$ cat src/rtl/sine_dds.sv
// Sine DDS: phase accumulator feeding a 3-edge quarter-wave table pipeline, offset-binary output.
// Define SINE_DDS_COS_EN to add the quadrature (cos) output sharing the same table and valid.
module sine_dds #(
   parameter int PHASE_W = 24,
   parameter int ADDR_W  = 8,
   parameter int OUT_W   = 8
) (
   input  logic               clk,
   input  logic               reset_n,
   input  logic               en,
   input  logic               sync_clr,
   input  logic               cfg_load,
   input  logic [PHASE_W-1:0] fcw,
   input  logic [PHASE_W-1:0] poff,
`ifdef SINE_DDS_COS_EN
   output logic [OUT_W-1:0]   cos,
`endif
   output logic [OUT_W-1:0]   sine,
   output logic               out_valid
);
   localparam int DEPTH = 1 << ADDR_W;
   localparam int MAG_W = OUT_W - 1;
   localparam logic [OUT_W-1:0] MID    = {1'b1, {MAG_W{1'b0}}};
   localparam logic [OUT_W-1:0] MID_LO = {1'b0, {MAG_W{1'b1}}};

   // Half-step sample points keep the table symmetric so T[~a] mirrors the second quadrant exactly.
   function automatic logic [MAG_W-1:0] tab_val(input int i);
      real amp;
      real ang;
      amp = real'((1 << MAG_W) - 1);
      ang = 3.14159265358979323846 * (real'(i) + 0.5) / real'(1 << (ADDR_W + 1));
      return MAG_W'($rtoi(amp * $sin(ang) + 0.5));
   endfunction

   logic [MAG_W-1:0] qtab [DEPTH];
   for (genvar g = 0; g < DEPTH; g++) begin : g_tab
      assign qtab[g] = tab_val(g);
   end

   logic [PHASE_W-1:0] acc;
   logic [PHASE_W-1:0] fcw_reg;
   logic [PHASE_W-1:0] poff_reg;
   logic [PHASE_W-1:0] s1_phase;
   logic               s1_valid;

   always_ff @(posedge clk or negedge reset_n) begin
      if (!reset_n) begin
         acc      <= '0;
         fcw_reg  <= '0;
         poff_reg <= '0;
         s1_phase <= '0;
         s1_valid <= 1'b0;
      end else begin
         if (cfg_load) begin
            fcw_reg  <= fcw;
            poff_reg <= poff;
         end
         if (sync_clr) begin
            acc      <= '0;
            s1_valid <= 1'b0;
         end else begin
            s1_valid <= en;
            if (en) begin
               s1_phase <= acc + poff_reg;
               acc      <= acc + fcw_reg;
            end
         end
      end
   end

   logic [1:0]        quad;
   logic [ADDR_W-1:0] addr;
   assign quad = s1_phase[PHASE_W-1 -: 2];
   assign addr = s1_phase[PHASE_W-3 -: ADDR_W];

   if (PHASE_W > ADDR_W + 2) begin : g_lsb
      logic unused_lsb;
      assign unused_lsb = ^s1_phase[PHASE_W-ADDR_W-3:0];
   end

   logic [MAG_W-1:0] s2_mag;
   logic             s2_neg;
   logic             s2_valid;
`ifdef SINE_DDS_COS_EN
   logic [MAG_W-1:0] s2_cmag;
   logic             s2_cneg;
`endif

   always_ff @(posedge clk or negedge reset_n) begin
      if (!reset_n) begin
         s2_mag   <= '0;
         s2_neg   <= 1'b0;
         s2_valid <= 1'b0;
`ifdef SINE_DDS_COS_EN
         s2_cmag  <= '0;
         s2_cneg  <= 1'b0;
`endif
      end else begin
         s2_valid <= s1_valid && !sync_clr;
         s2_mag   <= quad[0] ? qtab[~addr] : qtab[addr];
         s2_neg   <= quad[1];
`ifdef SINE_DDS_COS_EN
         // Quadrant advanced by one: odd/even mirroring swaps, sign follows bit 1 of quad+1.
         s2_cmag  <= quad[0] ? qtab[addr] : qtab[~addr];
         s2_cneg  <= quad[1] ^ quad[0];
`endif
      end
   end

   always_ff @(posedge clk or negedge reset_n) begin
      if (!reset_n) begin
         sine      <= MID;
         out_valid <= 1'b0;
`ifdef SINE_DDS_COS_EN
         cos       <= MID;
`endif
      end else if (sync_clr) begin
         out_valid <= 1'b0;
      end else begin
         out_valid <= s2_valid;
         if (s2_valid) begin
            sine <= s2_neg ? (MID_LO - {1'b0, s2_mag}) : (MID + {1'b0, s2_mag});
`ifdef SINE_DDS_COS_EN
            cos  <= s2_cneg ? (MID_LO - {1'b0, s2_cmag}) : (MID + {1'b0, s2_cmag});
`endif
         end
      end
   end
endmodule

$ cat config.mk
export PLATFORM = sky130hd
export DESIGN_NAME = sine_dds
export DESIGN_NICKNAME = d
export VERILOG_FILES = /design/src/rtl/sine_dds.sv
export SDC_FILE = /design/constraint.sdc
export NUM_CORES = 1
export LEC_CHECK = 0
export CORE_MARGIN = 1.5
export CORE_UTILIZATION = 45
export CTS_CLUSTER_SIZE = 8
export DETAILED_ROUTE_END_ITERATION = 6
export HOLD_SLACK_MARGIN = 0.05
export PLACE_DENSITY = 0.67
export RECOVER_POWER = 50
export SKIP_CTS_REPAIR_TIMING = 1
export SYNTH_ARGS = -nofsm -noshare
export SYNTH_HDL_FRONTEND = slang
export SYNTH_SLANG_ARGS = --single-unit
$ cat constraint.sdc
create_clock -name clk -period 6.97 [get_ports clk]
set_input_delay 0.697 -clock clk [delete_from_list [all_inputs] [get_ports clk]]
set_output_delay 0.697 -clock clk [all_outputs]
set_load 0.01 [all_outputs]
* Yosys cells after proc, flatten, opt, wreduce, memory -nomap -nowiden
Memories as Yosys holds them, arrays and structs flattened. Index checks and enable logic that the tools add are counted.
Word-level totals: memories kept 2, output and inout port bits 9, flip-flop bits (word level) 115, bits in latches 0, bits in read-only memories 3584, bits in writable memories 0
Operators by class: bitwise operators 4, multiplexer cells 10, divide/modulo/power cells 0, $lt $le $gt $ge 2, add/sub/neg operators 4, equal/unequal tests 0, reductions and logical operators 5, shifts and indexed selects 0, $mul 0
Memories:
- (name not given) | depth 256, width 7, rd ports 1, clocked after memory_dff 0, wr ports 0, RTL line 100 | s2_mag <= quad[0] ? qtab[~addr] : qtab[addr];
- (name not given) | depth 256, width 7, rd ports 1, clocked after memory_dff 0, wr ports 0, RTL line 100
Operators with widths (count):
- adder 24 bit | 2
- two-way mux 24 bit | 2
- two-way mux 7 bit | 5
- >= comparator 9 bit, second input constant | 2
- NOT 8 -> 9 bit | 2
- adder 8 x 7 -> 8 bit, first input constant | 1
- two-way mux 8 bit | 1
- NOT 8 bit | 1
- subtractor 7 x 7 -> 8 bit, first input constant | 1
- AND reduction 2 bit | 2
- two-way mux 1 bit | 2
- nonzero test 2 bit | 1
- logical AND 1 bit | 1
- logical NOT 1 bit | 1
- NOT 1 bit | 1

* Longest topological paths before layout
word-level depth 6, depth in mapped cells 13, mapped depth without buffers 11

* Least setup slack after synthesis
OpenSTA, ideal clock, no wires.
path kind reg2reg, from register acc[0], to register acc[16], period minus slack after synthesis 2.437 ns, cell stages (with the launch flop) 10, path buffers 0, required time 6.848 ns, data arrival time 2.316 ns, path slack 4.533 ns, cells stage by stage dfrtp_1 -> ha_1 -> fa_1 -> a21o_1 -> a31oi_1 -> o31ai_2 -> o21ai_4 -> a21oi_2 -> or3_1 -> a32o_1
Between the ends: longest elaborated chain between the ends 3
Ends and longest elaborated chain:
- start, declared | RTL line 40 | logic [PHASE_W-1:0] acc;
- start signal, assigned | RTL line 65 | acc <= acc + fcw_reg;
- adder 24 bit | RTL line 65
- two-way mux 24 bit | RTL line 63 | if (en) begin
- two-way mux 24 bit | RTL line 58 | if (sync_clr) begin
Every way passes these cells. The select of a mux whose other input is x is not followed. A chain may end at the register's enable or synchronous reset.

* Worst setup path in the final report
from input port sync_clr, to register acc[16]
Between the ends: longest elaborated chain between the ends 1, elaborated cells between the ends (all ways) 2
Ends and longest elaborated chain:
- start, declared | RTL line 11 | input logic sync_clr,
- two-way mux 24 bit / nonzero test 2 bit (equally long branches)
Parallel ways exist; a longest one is shown, timed or not.

==> impl_metrics.toml <==
[die]
fp.coreArea_mm2 = 0.0174
ios = 62
die_h_um = 136
die_w_um = 136
rows = 48
start_util = 0.461
die-area_mm2 = 0.0186

[sta]
fmax_ghz = 0.311
finalHoldViolCount = 0
setup_tns_ns = 0
rsz0062_at_grt = "false"
layout_min_cycle_time_ns = 3.22
finalSetupViolations = 0
worst_pin_slew_ns = 2.58
drv_slew = 84
worst_slack_ns = 3.75
min_period_over_period = 0.461
slew_headroom = -0.719
skew_ns = 0.00889

[min_path]
hold_start = "s1_phase[23]$_DFFE_PN0P_"
min_to = "s2_neg$_DFF_PN0_"
hold_path_class = "flip-flop to flip-flop"
min_path_cells = 0

[yosys]
synth_ff_type = "dfrtp_1"
synth_edf_count = 0
ys_seq_area_frac = 0.316
async_flop_share = 1.00
syn_inst = 919
yosysUniqueCellTypes = 76
syn_nets = 1030
postSynthAreaPerCell_um2 = 8.70
synth-seq-cells = 101
yosys_warnings = 0
netlist_area_mm2 = 0.00799

[worst_setup_path]
cp_data_arrival_time_ns = 3.47
endpoint_kind = "flip-flop"
r2r_cells = 8
worstReg2RegEnd = "s2_mag[2]$_DFF_PN0_"
required_ns = 7.23
r2r_slack_ns = 4.07
cp-start-kind = "input port"
worstPathMaxFanout = 28
r2r-start = "s1_phase[18]$_DFFE_PN0P_"
worstSetupPathType = "input port to flip-flop"

[detailed_routing]
dr.first_iter.drc_count = 644
routed_via_density = 6.07
dr.pass1.iters = 6
totalWireLength_mm = 20.3
post_drt_wl_per_cell_um = 17.4
vias = 7065
drtAntennaViolNets = 0
drc = 0

[global_routing]
met1_usage = 0.311
grt_overflow = 0
grt_first_pass_wirelength_mm = 33.4
grtUsageMet2 = 0.359
grt_use_met3 = 0.0395
busiest_layer = "met2"
grt_usage = 0.227
grt_pass1_vias = 6673
grt_max_degree = 69
antenna_found_initial = 0

[final_layout]
fin_util = 0.517
drive_above_1_share = 0.0969
regArea_mm2 = 0.00253
nets = 1045
area_growth_syn_to_layout_pct = 12.1
multi_input_area_mm2 = 0.00510
fillers = 1671
antenna_cells = 0

[power]
sw_frac_of_total = 0.453
p_int_mw = 1.81
p_switching_mw = 1.50
cellPowerDensity_mw_per_mm2 = 369
peakVddDrop_mv = 0.260
p_comb_frac = 0.555
p_clk_frac = 0.172
leakagePower_nw = 3.87
pwr-share-seq = 0.273

[clock_tree]
clock_sinks = 101
tritoncts = "yes"
cts_buffer_depth = 2
cts_buffers = 9
clk_latency_ns = 0.36
clk_pin_slew_worst_paths_ns = 0.07
cts_htree_levels = 3
cts_root_buffer = "clkbuf_16"

[place]
place.gp.congestion = 0.972
io_buffers = 61
hpwl_mm = 14.5
dp_slack_ns = 4.00

[status]
violations = "max-capacitance violations, max-slew violations"
outcome = "complete, but fails checks"

[flow_run]
maxCapViolCount = 2
-- critical path, stage by stage --
cell and delay (ns):
dlygate4sd3_1 0.53, clkbuf_1 0.79, nand2b_1 0.80, inv_1 0.33
a32o_1 0.30
-- layout by cell type (no fill, tap or decap), drive strengths merged, types with 24 or more instances in the layout --
cell type | synthesis | routed
o21ai | 78 | 78
mux2 | 48 | 48
nand2 | 98 | 98
a21o | 24 | 24
xnor2 | 29 | 29
dfrtp | 100 | 100
a21oi | 67 | 67
ha | 57 | 57
clkdlybuf4s50 | 0 | 58
nor2 | 70 | 70
-- metal layers --
layer | wire, um | share of wire | vias to the layer above
li1 | - | - | 3422
met1 | 9220 | 0.45 | 3323
met2 | 9250 | 0.46 | 282
met3 | 1240 | 0.061 | 38
met4 | 561 | 0.028 | 0
met5 | 0 | 0 | -
-- power groups by stage --
stage	Combinational (mW)	Clock, mW	Sequential, mW
4_1_cts	1.81	0.580	0.903
5_1_grt	2.03	0.603	0.925
3_5_place_dp	1.80	0	0.914
6_report	1.84	0.569	0.905
2_1_floorplan	1.48	0	0.800
3_3_place_gp	1.80	0	0.912
-- final cells by class --
type                       count  share of cell area
sequential                   101               0.282
clock buffer                  10              0.0267
inverter                      20             0.00837
tap                          225              0.0314
timing repair buffer          68              0.0722
clock inverter                 6              0.0102
multi-input combinational    734               0.569
-- through the flow --
| step | hold slack [ns] | instances | area, um^2 | power (mW) |
|---|---|---|---|---|
| 2_1_floorplan | 0.354 | 919 | 7990 | 2.28 |
| 3_3_place_gp | 0.369 | 1148 | 8640 | 2.71 |
| 3_5_place_dp | 0.371 | 1148 | 8640 | 2.71 |
| 4_1_cts | 0.280 | 1164 | 8970 | 3.29 |
| 5_1_grt | 0.395 | 1164 | 8960 | 3.56 |
| 6_report | 0.386 | 1164 | 8960 | 3.31 |
-- synthesized netlist by cell type, types with 4 or more instances --
| cell type | number | area [um^2] |
|---|---|---|
| a21o_1 | 24 | 180 |
| nand3_1 | 22 | 110 |
| buf_1 | 6 | 22.5 |
| a22o_1 | 4 | 35.0 |
| nand4_1 | 10 | 62.6 |
| a311oi_1 | 5 | 43.8 |
| xnor2_1 | 29 | 254 |
| a311o_1 | 4 | 40.0 |
| mux2i_1 | 16 | 160 |
| xor2_1 | 14 | 123 |
| o21ai_1 | 7 | 35.0 |
| inv_1 | 18 | 67.6 |
| a211oi_1 | 17 | 128 |
| o2111ai_1 | 4 | 35.0 |
| nor3_1 | 13 | 65.1 |
| nand2b_1 | 17 | 106 |
| nor2_1 | 69 | 259 |
| o22ai_1 | 8 | 50.1 |
| mux2_2 | 48 | 541 |
| a32o_1 | 4 | 40.0 |
| a211o_1 | 7 | 61.3 |
| nand2_1 | 97 | 364 |
| dfrtp_1 | 100 | 2500 |
| o211ai_1 | 14 | 105 |
| o31ai_1 | 7 | 52.6 |
| a221oi_1 | 5 | 43.8 |
| a21oi_1 | 65 | 325 |
| o21a_1 | 4 | 30.0 |
| ha_1 | 57 | 713 |
| a31oi_1 | 19 | 119 |
| and2_1 | 5 | 31.3 |
| o21bai_1 | 5 | 37.5 |
| buf_2 | 21 | 105 |
| and3_1 | 4 | 25.0 |
| clkbuf_1 | 33 | 124 |
| o21ai_0 | 70 | 350 |
| nor2b_1 | 6 | 37.5 |
-- worst max path at each step --
| stage | from | to | slack (ns) | cells past startpoint |
|---|---|---|---|---|
| 2_1_floorplan | acc[0]$_DFFE_PN0P_ | acc[16]$_DFFE_PN0P_ | 4.53 | 9 |
| 3_3_place_gp | sync_clr | acc[16]$_DFFE_PN0P_ | 4.02 | 5 |
| 3_5_place_dp | sync_clr | acc[16]$_DFFE_PN0P_ | 4.00 | 5 |
| 4_1_cts | acc[0]$_DFFE_PN0P_ | acc[16]$_DFFE_PN0P_ | 4.15 | 9 |
| 5_1_grt | sync_clr | acc[16]$_DFFE_PN0P_ | 3.51 | 5 |
| 6_report | sync_clr | acc[16]$_DFFE_PN0P_ | 3.75 | 5 |
-- logic make-up (layout without fill, tap and decap cells) --
group                      after synthesis  after routing  share of synthesized area
AOI/OAI and AO/OA                      302            302                      0.250
and+or+nand+nor                        264            264                      0.153
DFF                                    101            101                      0.316
buffers and inverters                   84            104                     0.0455
muxes                                   67             67                     0.0961
adders and majority gates               58             58                     0.0917
xor gates and xnor gates                43             43                     0.0471
Power figures use the tool's default switching activity.
